[config.mk]
export PLATFORM = sky130hd
export DESIGN_NAME = prog_loader
export DESIGN_NICKNAME = d
export VERILOG_FILES = /design/src/rtl/prog_loader.sv
export SDC_FILE = /design/constraint.sdc
export NUM_CORES = 1
export LEC_CHECK = 0
export ABC_AREA = 1
export CAP_MARGIN = 30
export CORE_MARGIN = 10
export CORE_UTILIZATION = 38
export DETAILED_ROUTE_END_ITERATION = 10
export HOLD_SLACK_MARGIN = 0.1
export PLACE_DENSITY_LB_ADDON = 0.25
export REMOVE_ABC_BUFFERS = 1
export SETUP_SLACK_MARGIN = 0.4
export SYNTH_ARGS = -nofsm -noshare
export SYNTH_HDL_FRONTEND = slang
export SYNTH_SLANG_ARGS = --single-unit
[constraint.sdc]
create_clock -name clk -period 3.1 [get_ports clk]
set_clock_uncertainty 0.1 [all_clocks]
set_input_delay 0.31 -clock clk [delete_from_list [all_inputs] [get_ports clk]]
set_output_delay 0.31 -clock clk [all_outputs]
set_load 0.03 [all_outputs]
[src/rtl/prog_loader.sv]
// Program loader: fills instruction memory from a length-prefixed, big-endian byte stream
// while holding the CPU in reset. Optional trailing XOR checksum via PROG_LOADER_CHECKSUM_EN.
module prog_loader #(
   parameter int INSTR_SIZE   = 16,
   parameter int ADDR_SIZE    = 5,
   parameter int PROGRAM_SIZE = 16
) (
   input  logic                  clk,
   input  logic                  rst,
   input  logic                  start,
   input  logic                  in_valid,
   input  logic [7:0]            in_data,
   output logic                  in_ready,
   output logic                  mem_we,
   output logic [ADDR_SIZE-1:0]  mem_addr,
   output logic [INSTR_SIZE-1:0] mem_wdata,
   output logic                  cpu_hold,
   output logic                  done,
   output logic                  err
);

   localparam int BYTES = INSTR_SIZE / 8;
   localparam int BC_W  = (BYTES > 1) ? $clog2(BYTES) : 1;
   localparam logic [BC_W-1:0]    LAST_BYTE = BC_W'(BYTES - 1);
   localparam logic [BC_W-1:0]    ONE_B     = BC_W'(1);
   localparam logic [ADDR_SIZE:0] ONE_A     = (ADDR_SIZE+1)'(1);
   localparam logic [7:0]         MAX_LEN   = 8'(PROGRAM_SIZE);

`ifdef PROG_LOADER_CHECKSUM_EN
   typedef enum logic [2:0] {S_IDLE, S_LEN, S_DATA, S_WRITE, S_CSUM, S_DONE, S_ERR} state_t;
`else
   typedef enum logic [2:0] {S_IDLE, S_LEN, S_DATA, S_WRITE, S_DONE, S_ERR} state_t;
`endif

   state_t                r_state;
   state_t                w_next;
   logic [ADDR_SIZE-1:0]  r_word_addr;
   logic [ADDR_SIZE:0]    r_len;
   logic [BC_W-1:0]       r_byte_cnt;
   logic [INSTR_SIZE-1:0] r_word;
   logic                  w_last_word;
   logic                  w_bad_len;
`ifdef PROG_LOADER_CHECKSUM_EN
   logic [7:0]            r_csum;
`endif

   // Extra address bit so a full 2**ADDR_SIZE load still terminates.
   assign w_last_word = (({1'b0, r_word_addr} + ONE_A) == r_len);
   assign w_bad_len   = (in_data == 8'd0) || (in_data > MAX_LEN);

   always_ff @(posedge clk) begin
      if (rst) r_state <= S_IDLE;
      else     r_state <= w_next;
   end

   always_comb begin
      w_next   = r_state;
      in_ready = 1'b0;
      mem_we   = 1'b0;
      done     = 1'b0;
      err      = 1'b0;
      cpu_hold = (r_state != S_IDLE);
      case (r_state)
         S_IDLE: if (start) w_next = S_LEN;
         S_LEN: begin
            in_ready = 1'b1;
            if (in_valid) w_next = w_bad_len ? S_ERR : S_DATA;
         end
         S_DATA: begin
            in_ready = 1'b1;
            if (in_valid && (r_byte_cnt == LAST_BYTE)) w_next = S_WRITE;
         end
         S_WRITE: begin
            mem_we = 1'b1;
`ifdef PROG_LOADER_CHECKSUM_EN
            w_next = w_last_word ? S_CSUM : S_DATA;
`else
            w_next = w_last_word ? S_DONE : S_DATA;
`endif
         end
`ifdef PROG_LOADER_CHECKSUM_EN
         S_CSUM: begin
            in_ready = 1'b1;
            if (in_valid) w_next = (in_data == r_csum) ? S_DONE : S_ERR;
         end
`endif
         S_DONE: begin
            done   = 1'b1;
            w_next = S_IDLE;
         end
         S_ERR: begin
            err = 1'b1;
            if (start) w_next = S_LEN;
         end
         default: w_next = S_IDLE;
      endcase
   end

   // Datapath: word assembly, address and byte counters.
   always_ff @(posedge clk) begin
      if (rst) begin
         r_word_addr <= '0;
         r_len       <= '0;
         r_byte_cnt  <= '0;
         r_word      <= '0;
`ifdef PROG_LOADER_CHECKSUM_EN
         r_csum      <= '0;
`endif
      end else begin
         case (r_state)
            S_LEN: if (in_valid) begin
               r_len       <= in_data[ADDR_SIZE:0];
               r_word_addr <= '0;
               r_byte_cnt  <= '0;
`ifdef PROG_LOADER_CHECKSUM_EN
               r_csum      <= in_data;
`endif
            end
            S_DATA: if (in_valid) begin
               r_word     <= (r_word << 8) | INSTR_SIZE'(in_data);
               r_byte_cnt <= (r_byte_cnt == LAST_BYTE) ? '0 : r_byte_cnt + ONE_B;
`ifdef PROG_LOADER_CHECKSUM_EN
               r_csum     <= r_csum ^ in_data;
`endif
            end
            S_WRITE: r_word_addr <= r_word_addr + 1'b1;
            default: ;
         endcase
      end
   end

   assign mem_addr  = r_word_addr;
   assign mem_wdata = r_word;

endmodule

# == Word-level counts from Yosys, hierarchy flattened ==
# Cells that the tools add are included.
# op_classes
n_addsub,3
magnitude_cmp,1
n_eq_ne,10
mux,16
n_bitwise,1
reduce_logical,14
# ops
operator,n
$or A16 B8 Y16,1
$mux W3,5
$pmux W3 S4,1
$pmux W5 S2,1
$gt A8 B5 Y1 const B,1
$logic_not A8 Y1,1
$mux W1,7
$add A5 B1 Y6 const B,1
$eq A3 B2 Y1 const B,2
$eq A3 B3 Y1 const B,2
$eq A6 B6 Y1,1
$ne A2 B2 Y1 const B,3
$reduce_and A2 Y1,3
$reduce_and A3 Y1,2
$add A5 B1 Y5 const B,1
$mux W5,1
$reduce_bool A2 Y1,2
$reduce_or A2 Y1,2
$eq A3 B1 Y1 const B,1
$logic_not A3 Y1,1
$reduce_bool A3 Y1,1
$ne A2 B1 Y1 const B,1
$pmux W1 S2,1
$add A1 B1 Y1 const B,1
2 further kinds,2
# word_totals
ff_bits,31
inputBits,12
output_inout_bits,26

# == Longest topological paths before layout ==
# Gate-level depths: netlist of run 1.
# logic_depth
ltp_word,5
ltp_mapped,12
mapped_depth_nobuf,12

# == Worst setup path after synthesis of run 1 ==
# Ideal clock, no wire load.
# synth_timing
path_type,reg2reg
from,"reg r_word_addr[0], in the netlist mem_addr[0]"
to,reg r_state[1]
setup_ps,120
arrival_ps,1530
required_ps,2880
slack_ps,1349
path_stages_with_launch,12
n_path_buf,0
cell_sequence,dfxtp_1 ha_1 nand2_1 nand2_1 nor2_1 nand3_1 nor2_1 nand3_1 nand2_1 nand2_1 nand2_1 a21oi_1
# synth_via
elab_chain_cells,4
# synth_lines
item,line,text
from (decl),37,logic [ADDR_SIZE-1:0] r_word_addr;
from (signal assigned),126,S_WRITE: r_word_addr <= r_word_addr + 1'b1;
$add A5 B1 Y6,48,"assign w_last_word = (({1'b0, r_word_addr} + ONE_A) == r_len);"
$eq A6 B6 Y1,48,
$mux W3,78,w_next = w_last_word ? S_DONE : S_DATA;
$pmux W3 S4,63,case (r_state)
to (signal assigned),53,else r_state <= w_next;
to (decl),35,state_t r_state;
# Every way passes these cells.
# A chain may end at the register's enable or synchronous reset.

# == Final worst setup path of run 1 ==
# layout_timing
from,reg r_state[1]
to,out mem_we
# layout_via
elab_chain_cells,2
# layout_lines
item,line,text
$eq A3 B2 Y1,63,
$mux W1,63,
to (decl),14,"output logic mem_we,"
# Every way passes these cells.

==> summary.md, run 1 <==
| Metric | Value |
|---|---|
| Leak | `0.861 nW` |
| Wire length per cell | `12.2 um` |
| Cts bufs inserted | `5` |
| Ys Warns | `0` |
| Drt first pass iters | `4` |
| Post-Synthesis Cells | `~220` |
| Setup violators final | `0` |
| Synthesis-to-layout area growth | `33.2%` |
| Vias per cell | `4.69` |
| Setup ws final | `around 850 ps` |
| Status | `completed` |
| Worst reg2reg setup slack | `between 1000 and 1500 ps` |
| Metal-1 WL | `1750 um` |
| Hold Crit Class | `reg -> reg` |
| Crit path time final | `2250 ps` |
| Cell Area, Placed | `approximately 0.0019 sq mm` |
| Core ar. | `roughly 0.004 sq mm` |
| Clock transition at path regs | `around 70 ps` |
| WHS Path Cells | `2` |
| Port Buffers | `37` |
| Post-CTS Hold Fix Bufs | `0` |
| Vias in the first global route | `about 1400` |
| Maximum capacitance violations | `0` |
| Post-Synth Adder-Cell Area | `less than 1%` |
| Hold_sp | `mem_wdata[10]$_SDFFE_PP0P_` |
| Post-CTS setup buffer count | `0` |
| Max IR drop VDD | `0.374 mV` |
| R2r worst-path depth | `11` |
| Yosys cell types | `24` |
| Setup CP Type | `reg -> out` |
| Pwr/cell area | `between 500 and 600 mW/mm^2` |
| First-iteration detailed-routing DRC count | `48` |
| Worst Path Required | `approximately 2700 ps` |
| Main combinational cell family by area after synthesis | `simple AND/OR/NAND/NOR gates` |
| # DRC | `0` |
| Max layer used | `met4` |
| CTS tree | `built` |
| Final max-slew violation count | `0` |
| Die area | `~0.0070 sq mm` |
| Gpl congestion | `a little under 0.9` |
| Setup TNS | `0 ps` |
| Crit start category | `flip-flop` |
| Post-route ant nets | `0` |
| FP Rows | `23` |
| Flops & latches, synth | `31` |
| CTS root buf | `clkbuf_8` |
| Finished Layout Cells | `roughly 310` |
| N_diodes | `0` |
| Syn Area/Cell | `a little over 7 sq um` |
| Total chip power | `approximately 1.2 mW` |
| Die width | `83.8 um` |
| CP Capture Type | `output pin` |
| Gr ovfl total | `0` |
| Layout cell share with drive strength beyond 1 | `about 13%` |
| Critical path peak fanout | `8` |
| Worst relative slew slack | `a little under two thirds` |
| Initial Util | `between 30% and 40%` |
| CTS Buffer Depth | `2` |
| H-tree depth | `2` |
| Cts repair resizes | `0` |
| Met3 Routed Length | `between 200 and 250 um` |
| Fin crit share | `between 70% and 80%` |
| Most common cell after layout, fill and taps aside | `nand2_1` |
| CTS sink cnt | `31` |
| Mux cell area share after synthesis | `0%` |
| # IOs | `38` |
| Met2 wire length | `roughly 1700 um` |
| Final Cell Area | `0.00206 sq mm` |
| Register area share after synthesis | `between 40 and 50%` |
| Dpl ws | `1140 ps` |
| Most frequent cells in the layout | `nand2_1, clkdlybuf4s50_1, dfxtp_1` |
| RR Endpoint | `r_state[1]$_SDFFE_PP0P_` |
| Skew-Pair Late Insertion Delay | `about 280 ps` |
| Chip height | `about 84 um` |
| Synth Area in Compound Gates | `between 15 and 20%` |
| Final wirelength | `3740 um` |
| XOR/XNOR share of the synthesized area | `0%` |
| Vias | `approximately 1400` |
| Largest net degree at the start of global routing | `25` |
| Hold_ws | `~400 ps` |
| Achievable frequency | `0.444 GHz` |
| Mapped Area | `0.00155 sq mm` |
| CP Data Arrival Time | `~1800 ps` |
| Placed cell count | `299` |
| Fin. Hold Viols | `0` |
| Dpl hpwl | `2790 um` |
| RR Startpoint | `mem_addr[0]$_SDFFE_PP0P_` |
| Post-layout nets | `269` |
| Gr usage total | `around 11%` |
| Post-Synth Simple-Gate Area | `31.7%` |
| Initial antenna violation count | `0` |
| Unrepaired setup endpoints after global routing | `no` |
| Tightest Pin Transition | `~540 ps` |
| Global-route wire length before repair | `between 6000 and 7000 um` |
| Hold endpoint | `mem_wdata[10]$_SDFFE_PP0P_` |
| Final Util | `52.0%` |
-- registers in the layout, summed over array words and instances, names as in the netlist --
name	count
mem_wdata	16
mem_addr	5
r_state	3
r_byte_cnt	1
r_len	6
-- worst max-delay path, stage by stage, from the launching register on --
cell and delay, ps:
dfxtp_1 390, inv_1 100, nor2_4 130, nand2_1 100
inv_2 140, clkdlybuf4s50_1 700
-- where the power goes --
part / leakage, nW / total [mW] / switching (mW) / internal, mW
clock network: 0.0654 / 0.475 / 0.153 / 0.321
logic: 0.545 / 0.303 / 0.192 / 0.111
registers: 0.251 / 0.455 / 0.0267 / 0.428
-- kinds of logic after synthesis --
| family | Yosys count |
|---|---|
| adder cells (fa/ha/maj) | 1 |
| buffers and inverters | 36 |
| AO/OA/AOI/OAI | 47 |
| flip-flops | 31 |
| AND/OR/NAND/NOR | 104 |
-- Yosys cell counts --
| master | number | area, sq um |
|---|---|---|
| nor2_2 | 4 | 25.0 |
| dfxtp_1 | 31 | 621 |
| buf_2 | 2 | 10.0 |
| ha_1 | 1 | 12.5 |
| nand3_1 | 15 | 75.1 |
| nor2_1 | 28 | 105 |
| a211oi_1 | 1 | 7.51 |
| clkbuf_1 | 2 | 7.51 |
| nor2_4 | 3 | 33.8 |
| nor3_1 | 2 | 10.0 |
| nor2_8 | 1 | 20.0 |
| buf_4 | 1 | 7.51 |
| inv_1 | 21 | 78.8 |
| nand2_1 | 41 | 154 |
| a21oi_1 | 15 | 75.1 |
| o21ai_2 | 1 | 8.76 |
| nand3b_1 | 1 | 7.51 |
| nand4_1 | 5 | 31.3 |
| inv_2 | 7 | 26.3 |
| a21oi_2 | 5 | 43.8 |
| buf_6 | 3 | 33.8 |
| nand2_4 | 1 | 11.3 |
| nand2_2 | 3 | 18.8 |
| o21ai_1 | 25 | 125 |
-- final cells by class --
class / instances / area [sq um]
clock buffers: 6 / 72.6
clock inverters: 2 / 60.1
fillers: 424 / 1910
inverters: 28 / 105
multi-input cells: 152 / 764
flip-flops and latches: 31 / 621
well taps: 50 / 62.6
repair buffers: 38 / 378
-- worst max path at each step --
stage | startpoint | cells past startpoint | slack [ps] | end
final | r_state[1]$_SDFFE_PP0P_ | 5 | 850 | mem_we
after global routing | r_state[1]$_SDFFE_PP0P_ | 5 | 740 | mem_we
after CTS | r_state[1]$_SDFFE_PP0P_ | 5 | 830 | mem_we
after detailed placement | r_state[1]$_SDFFE_PP0P_ | 5 | 1140 | mem_we
after global placement | r_state[1]$_SDFFE_PP0P_ | 5 | 1180 | mem_we
after floorplan | mem_addr[0]$_SDFFE_PP0P_ | 11 | 1350 | r_state[1]$_SDFFE_PP0P_
-- per-layer routing --
layer / up-vias / GRT usage [%]
met5: - / 0
met4: 0 / 4.72
met3: 7 / 4.30
met2: 24 / 17.2
met1: 628 / 12.6
li1: 781 / -
Power figures use the tool's default switching activity.
==> run 2, diff against run 1 <==
==> constraint.sdc (replaced) <==
create_clock -name clk -period 2.3 [get_ports clk]
set_clock_uncertainty 0.1 [all_clocks]
set_input_delay 0.23 -clock clk [delete_from_list [all_inputs] [get_ports clk]]
set_output_delay 0.23 -clock clk [all_outputs]
set_load 0.03 [all_outputs]
==> summary.md, run 2 (same netlist as run 1, synthesis figures left out) <==
| Metric | Value |
|---|---|
| CTS tree | `built` |
| Unrepaired setup endpoints after global routing | `no` |
| Wire length per cell | `12.1 um` |
| RR Endpoint | `r_state[1]$_SDFFE_PP0P_` |
| Worst reg2reg setup slack | `630 ps` |
| Fillers | `409` |
| CTS Buffer Depth | `2` |
| N_diodes | `0` |
| Pwr/cell area | `around 800 mW/mm^2` |
| Final max-slew violation count | `0` |
| Core ar. | `a little under 0.004 sq mm` |
| Initial antenna violation count | `0` |
| Fin. Hold Viols | `0` |
| Vias per cell | `4.67` |
| Worst Path Required | `just under 2000 ps` |
| Die area | `~0.0070 sq mm` |
| Synthesis-to-layout area growth | `34.1%` |
| Post-layout nets | `~270` |
| Final Util | `around 52%` |
| CP Capture Type | `output pin` |
| Setup CP Type | `reg -> out` |
| Hold_ws | `398 ps` |
| Post-CTS setup buffer count | `0` |
| Tightest Pin Transition | `around 370 ps` |
| Gpl congestion | `between 0.8 and 0.9` |
| Worst path slowest cell | `clkdlybuf4s50_1` |
| Crit path time final | `approximately 1800 ps` |
| Grt met1 use | `12.3%` |
| Status | `completed` |
| Die width | `roughly 84 um` |
| CTS sink cnt | `31` |
| Port Buffers | `37` |
| Leak | `just under 0.9 nW` |
| Post-CTS Hold Fix Bufs | `0` |
| Gr usage total | `a little over a tenth` |
| Achievable frequency | `0.549 GHz` |
| Cts bufs inserted | `5` |
| Global-route wire length before repair | `6310 um` |
| Skew-Pair Late Insertion Delay | `roughly 280 ps` |
| CP Data Arrival Time | `roughly 1500 ps` |
| First-iteration detailed-routing DRC count | `60` |
| Hold Crit Class | `reg -> reg` |
| Crit start category | `flip-flop` |
| Top Usage Layer GRT | `met2` |
| Initial Util | `39.0%` |
| Setup violators final | `0` |
| Worst relative slew slack | `75.1%` |
| Vias | `1444` |
| Total chip power | `between 1.5 and 2 mW` |
| Chip height | `approximately 84 um` |
| Met2 Use GR | `between 15 and 20%` |
| Cells along the critical path | `clkdlybuf4s50_1` |
| Most common cell after layout, fill and taps aside | `nand2_1` |
| Max IR drop VDD | `0.485 mV` |
| Peak per-stage delay on the critical path | `approximately 730 ps` |
| FP Rows | `23` |
| Capture point of the worst path | `mem_addr[3]` |
| Setup TNS | `0 ps` |
| Crit path launch | `mem_addr[3]$_SDFFE_PP0P_` |
| # DRC | `0` |
| Drt first pass iters | `4` |
| Critical path peak fanout | `8` |
| Gr ovfl total | `0` |
| Layout cell share with drive strength beyond 1 | `around 15%` |
| Met3 usage | `~5.2%` |
| Final wirelength | `approximately 3700 um` |
| Maximum capacitance violations | `0` |
| Most frequent cells in the layout | `nand2_1, clkdlybuf4s50_1, dfxtp_1` |
| Largest net degree at the start of global routing | `23` |
| Critical path depth | `1` |
| Buf/Inv on CP | `1` |
| R2r worst-path depth | `11` |
| Dpl hpwl | `between 2000 and 3000 um` |
| # IOs | `38` |
| CTS root buf | `clkbuf_8` |
| Post-route ant nets | `0` |
| Crit-path leading delay family | `buffers and inverters` |
| Largest register FFs | `16` |
| H-tree depth | `2` |
| Vias in the first global route | `between 1000 and 1500` |
| Clock transition at path regs | `~70 ps` |
| RR Startpoint | `mem_addr[1]$_SDFFE_PP0P_` |
| Fin crit share | `around four fifths` |
-- run 2: cell types whose count changed in the layout (fill, tap and decap cells not counted) --
cell	change
clkdlybuf4s50_1	-6
dlygate4sd2_1	+4
buf_4	+2
clkbuf_2	+2
dfxtp_1	-1
dfxtp_2	+1
ha_1	-1
ha_4	+1
-- run 2: worst min-delay path by stage --
stage                            endpoint  cells past startpoint                  startpoint  slack, ps
2_1_floorplan     r_state[2]$_SDFFE_PP0P_                      1                         rst        190
3_3_place_gp   mem_wdata[11]$_SDFFE_PP0P_                      2  mem_wdata[11]$_SDFFE_PP0P_        380
3_5_place_dp   mem_wdata[12]$_SDFFE_PP0P_                      2  mem_wdata[12]$_SDFFE_PP0P_        380
4_1_cts        mem_wdata[13]$_SDFFE_PP0P_                      2  mem_wdata[13]$_SDFFE_PP0P_        400
5_1_grt        mem_wdata[13]$_SDFFE_PP0P_                      2  mem_wdata[13]$_SDFFE_PP0P_        420
6_report       mem_wdata[11]$_SDFFE_PP0P_                      2  mem_wdata[11]$_SDFFE_PP0P_        400
-- run 2: final cells by class --
cell class                 count  area (sq um)  share of cell area [%]
tap                           50          62.6                    3.01
inverter                      28           105                    5.06
multi-input combinational    152           777                    37.4
timing repair buffer          40           378                    18.2
clock inverter                 2          60.1                    2.89
clock buffer                   6          72.6                    3.49
sequential                    31           622                    29.9
-- run 2: through the flow --
stage,cell area (sq um),instances,setup slack [ps]
final,2080,309,478
after global routing,2080,309,410
after detailed placement,1950,301,431
after global placement,1950,301,462
after floorplan,1490,211,554
after CTS,2070,309,399
-- run 2: routing by layer --
metal	part of all wire (%)	up-vias
li1	-	787
met1	46	618
met2	46	32
met3	6.4	7
met4	1.6	0
met5	0	-
-- run 2: repair_timing --
item                       4_1_cts  5_1_grt
gates resized for setup          6        6
setup endpoints to repair        6        4
hold endpoints to repair         0        0
-- run 2: where the power goes --
part | switching, mW | internal [mW]
registers | 0.0369 | 0.577
logic | 0.258 | 0.133
clock network | 0.207 | 0.433
==> run 3, diff against run 2 <==
==> constraint.sdc (replaced) <==
create_clock -name clk -period 1.8 [get_ports clk]
set_clock_uncertainty 0.1 [all_clocks]
set_input_delay 0.18 -clock clk [delete_from_list [all_inputs] [get_ports clk]]
set_output_delay 0.18 -clock clk [all_outputs]
set_load 0.03 [all_outputs]
==> summary.md, run 3 (same netlist as run 1, synthesis figures left out) <==
| Metric | Value |
|---|---|
| Crit start category | `flip-flop` |
| Skew-Pair Late Insertion Delay | `280 ps` |
| First-iteration detailed-routing DRC count | `65` |
| Wire length per cell | `about 13 um` |
| H-tree depth | `2` |
| Achievable frequency | `about 0.65 GHz` |
| Drt first pass iters | `4` |
| CP Data Arrival Time | `approximately 1700 ps` |
| Gpl congestion | `0.785` |
| Vias in the first global route | `roughly 1400` |
| Leak | `approximately 1.0 nW` |
| Vias per cell | `between 4 and 5` |
| Setup violators final | `0` |
| Clock power share | `25.5%` |
| Most frequent cells in the layout | `nand2_1, nor2_1, dfxtp_1` |
| Dpl hpwl | `around 2800 um` |
| Clock transition at path regs | `70 ps` |
| Peak per-stage delay on the critical path | `~340 ps` |
| Worst Path Required | `around 1900 ps` |
| Largest register FFs | `16` |
| Cells along the critical path | `ha_4 -> inv_2 -> nand2_1 -> nand2_1 -> nor2_1 -> nand3_1 -> nor2_2 -> nand4_1 -> nand2_1 -> nand2_1 -> a21oi_2` |
| Post-CTS Hold Fix Bufs | `0` |
| Largest net degree at the start of global routing | `23` |
| Net Sw Frac | `around a third` |
| Fin crit share | `between 80% and 90%` |
| Final max-slew violation count | `0` |
| Initial antenna violation count | `0` |
| Die area | `about 0.007 sq mm` |
| Hold_sp | `mem_wdata[8]$_SDFFE_PP0P_` |
| Initial Util | `39.0%` |
| Total chip power | `2.02 mW` |
| Hold endpoint | `mem_wdata[8]$_SDFFE_PP0P_` |
| Tightest Pin Transition | `~340 ps` |
| Setup CP Type | `reg -> reg` |
| CTS Buffer Depth | `2` |
| Most common cell on crit path | `nand2_1` |
| R2r worst-path depth | `11` |
| Final wirelength | `4180 um` |
| Setup TNS | `0 ps` |
| WHS Path Cells | `2` |
| Internal Power | `approximately 1.3 mW` |
| Vias | `between 1500 and 2000` |
| Fin. Hold Viols | `0` |
| Hold Crit Class | `reg -> reg` |
| Chip height | `roughly 84 um` |
| Pwr/cell area | `between 800 and 900 mW/mm^2` |
| RR Endpoint | `r_state[2]$_SDFFE_PP0P_` |
| Gr ovfl total | `0` |
| Crit path time final | `~1500 ps` |
| FP Rows | `23` |
| Cts bufs inserted | `5` |
| Sw power | `about 0.70 mW` |
| Worst relative slew slack | `between 70 and 80%` |
| Worst path slowest cell | `dfxtp_2` |
| CP Capture Type | `flip-flop` |
| CTS sink cnt | `31` |
| # DRC | `0` |
| Synthesis-to-layout area growth | `45.4%` |
| N_diodes | `0` |
| Die width | `~84 um` |
| Status | `completed` |
| Core ar. | `0.00397 sq mm` |
| Share of power burned in registers | `about two fifths` |
| Most common cell after layout, fill and taps aside | `nand2_1` |
| Combinational share of power | `between 30% and 40%` |
| Layout cell share with drive strength beyond 1 | `between 20 and 30%` |
| Maximum capacitance violations | `0` |
| # IOs | `38` |
| Post-route ant nets | `0` |
| CTS root buf | `clkbuf_8` |
| Gr usage total | `11.3%` |
| CTS tree | `built` |
| Post-layout nets | `between 200 and 300` |
| Max IR drop VDD | `0.647 mV` |
| Global-route wire length before repair | `between 6000 and 7000 um` |
| RR Startpoint | `mem_addr[0]$_SDFFE_PP0P_` |
| Port Buffers | `37` |
| Critical path peak fanout | `3` |
| Worst reg2reg setup slack | `~260 ps` |
| Unrepaired setup endpoints after global routing | `yes` |
-- run 3: cell count changes in the layout (fill, tap and decap cells not counted), moves of 5 or more --
cell / previous run / this run
clkdlybuf4s50_1: 31 / 11
buf_6: 0 / 8
o21ai_1: 25 / 20
buf_4: 3 / 9
dfxtp_1: 30 / 24
dlygate4sd2_1: 4 / 16
-- run 3: per-layer routing --
metal,part of all wire (%),GRT usage [%]
met4,1.8,3.96
met3,6.4,5.37
met5,0,0
met2,47,17.2
met1,44,13.6
-- run 3: power groups by stage --
stage	Sequential [mW]	Clock, mW	Combinational, mW
4_1_cts	0.788	0.537	0.559
2_1_floorplan	0.798	0	0.356
6_report	0.803	0.516	0.704
3_5_place_dp	0.798	0	0.530
5_1_grt	0.810	0.566	0.758
3_3_place_gp	0.797	0	0.525
-- run 3: worst max-delay path by stage --
stage,startpoint,end,slack [ps],cells past startpoint
2_1_floorplan,mem_addr[0]$_SDFFE_PP0P_,r_state[1]$_SDFFE_PP0P_,50,11
3_3_place_gp,r_state[0]$_SDFFE_PP0P_,err,160,5
3_5_place_dp,r_state[0]$_SDFFE_PP0P_,err,150,5
4_1_cts,r_state[0]$_SDFFE_PP0P_,err,180,5
5_1_grt,mem_addr[1]$_SDFFE_PP0P_,r_state[1]$_SDFFE_PP0P_,110,11
6_report,mem_addr[0]$_SDFFE_PP0P_,r_state[2]$_SDFFE_PP0P_,260,11
-- run 3: layout make-up --
type                    instances  area (sq um)
well taps                      50          62.6
repair inverters                1          7.51
multi-input cells             152           826
inverters                      28           116
fillers                       388          1720
flip-flops and latches         31           637
clock inverters                 1          5.00
repair buffers                 53           522
clock buffers                   7          76.3
-- run 3: repair_timing --
action | in CTS | in global routing
pin swaps | 6 | 13
gates cloned | 0 | 2
endpoints found under the setup margin | 37 | 38
resized for setup | 54 | 35
setup buffers | 4 | 6
-- run 3: through the flow --
stage | setup slack (ps) | instances | area, sq um | util (%) | hold slack, ps
6_report | 262 | 323 | 2250 | 56.7 | 392
5_1_grt | 107 | 323 | 2250 | 56.7 | 416
4_1_cts | 176 | 315 | 2090 | 52.7 | 399
3_5_place_dp | 147 | 303 | 1970 | 49.6 | 385
3_3_place_gp | 159 | 303 | 1970 | 49.6 | 378
2_1_floorplan | 53.6 | 211 | 1490 | - | 142
-- run 3: worst max-delay path, delay by kind of cell (launching register included) --
family	cells	cell delay, ps
buffers and inverters	1	30
and+or+nand+nor	8	610
AOI/OAI and AO/OA	1	120
DFF	1	340
adders and majority gates	1	270
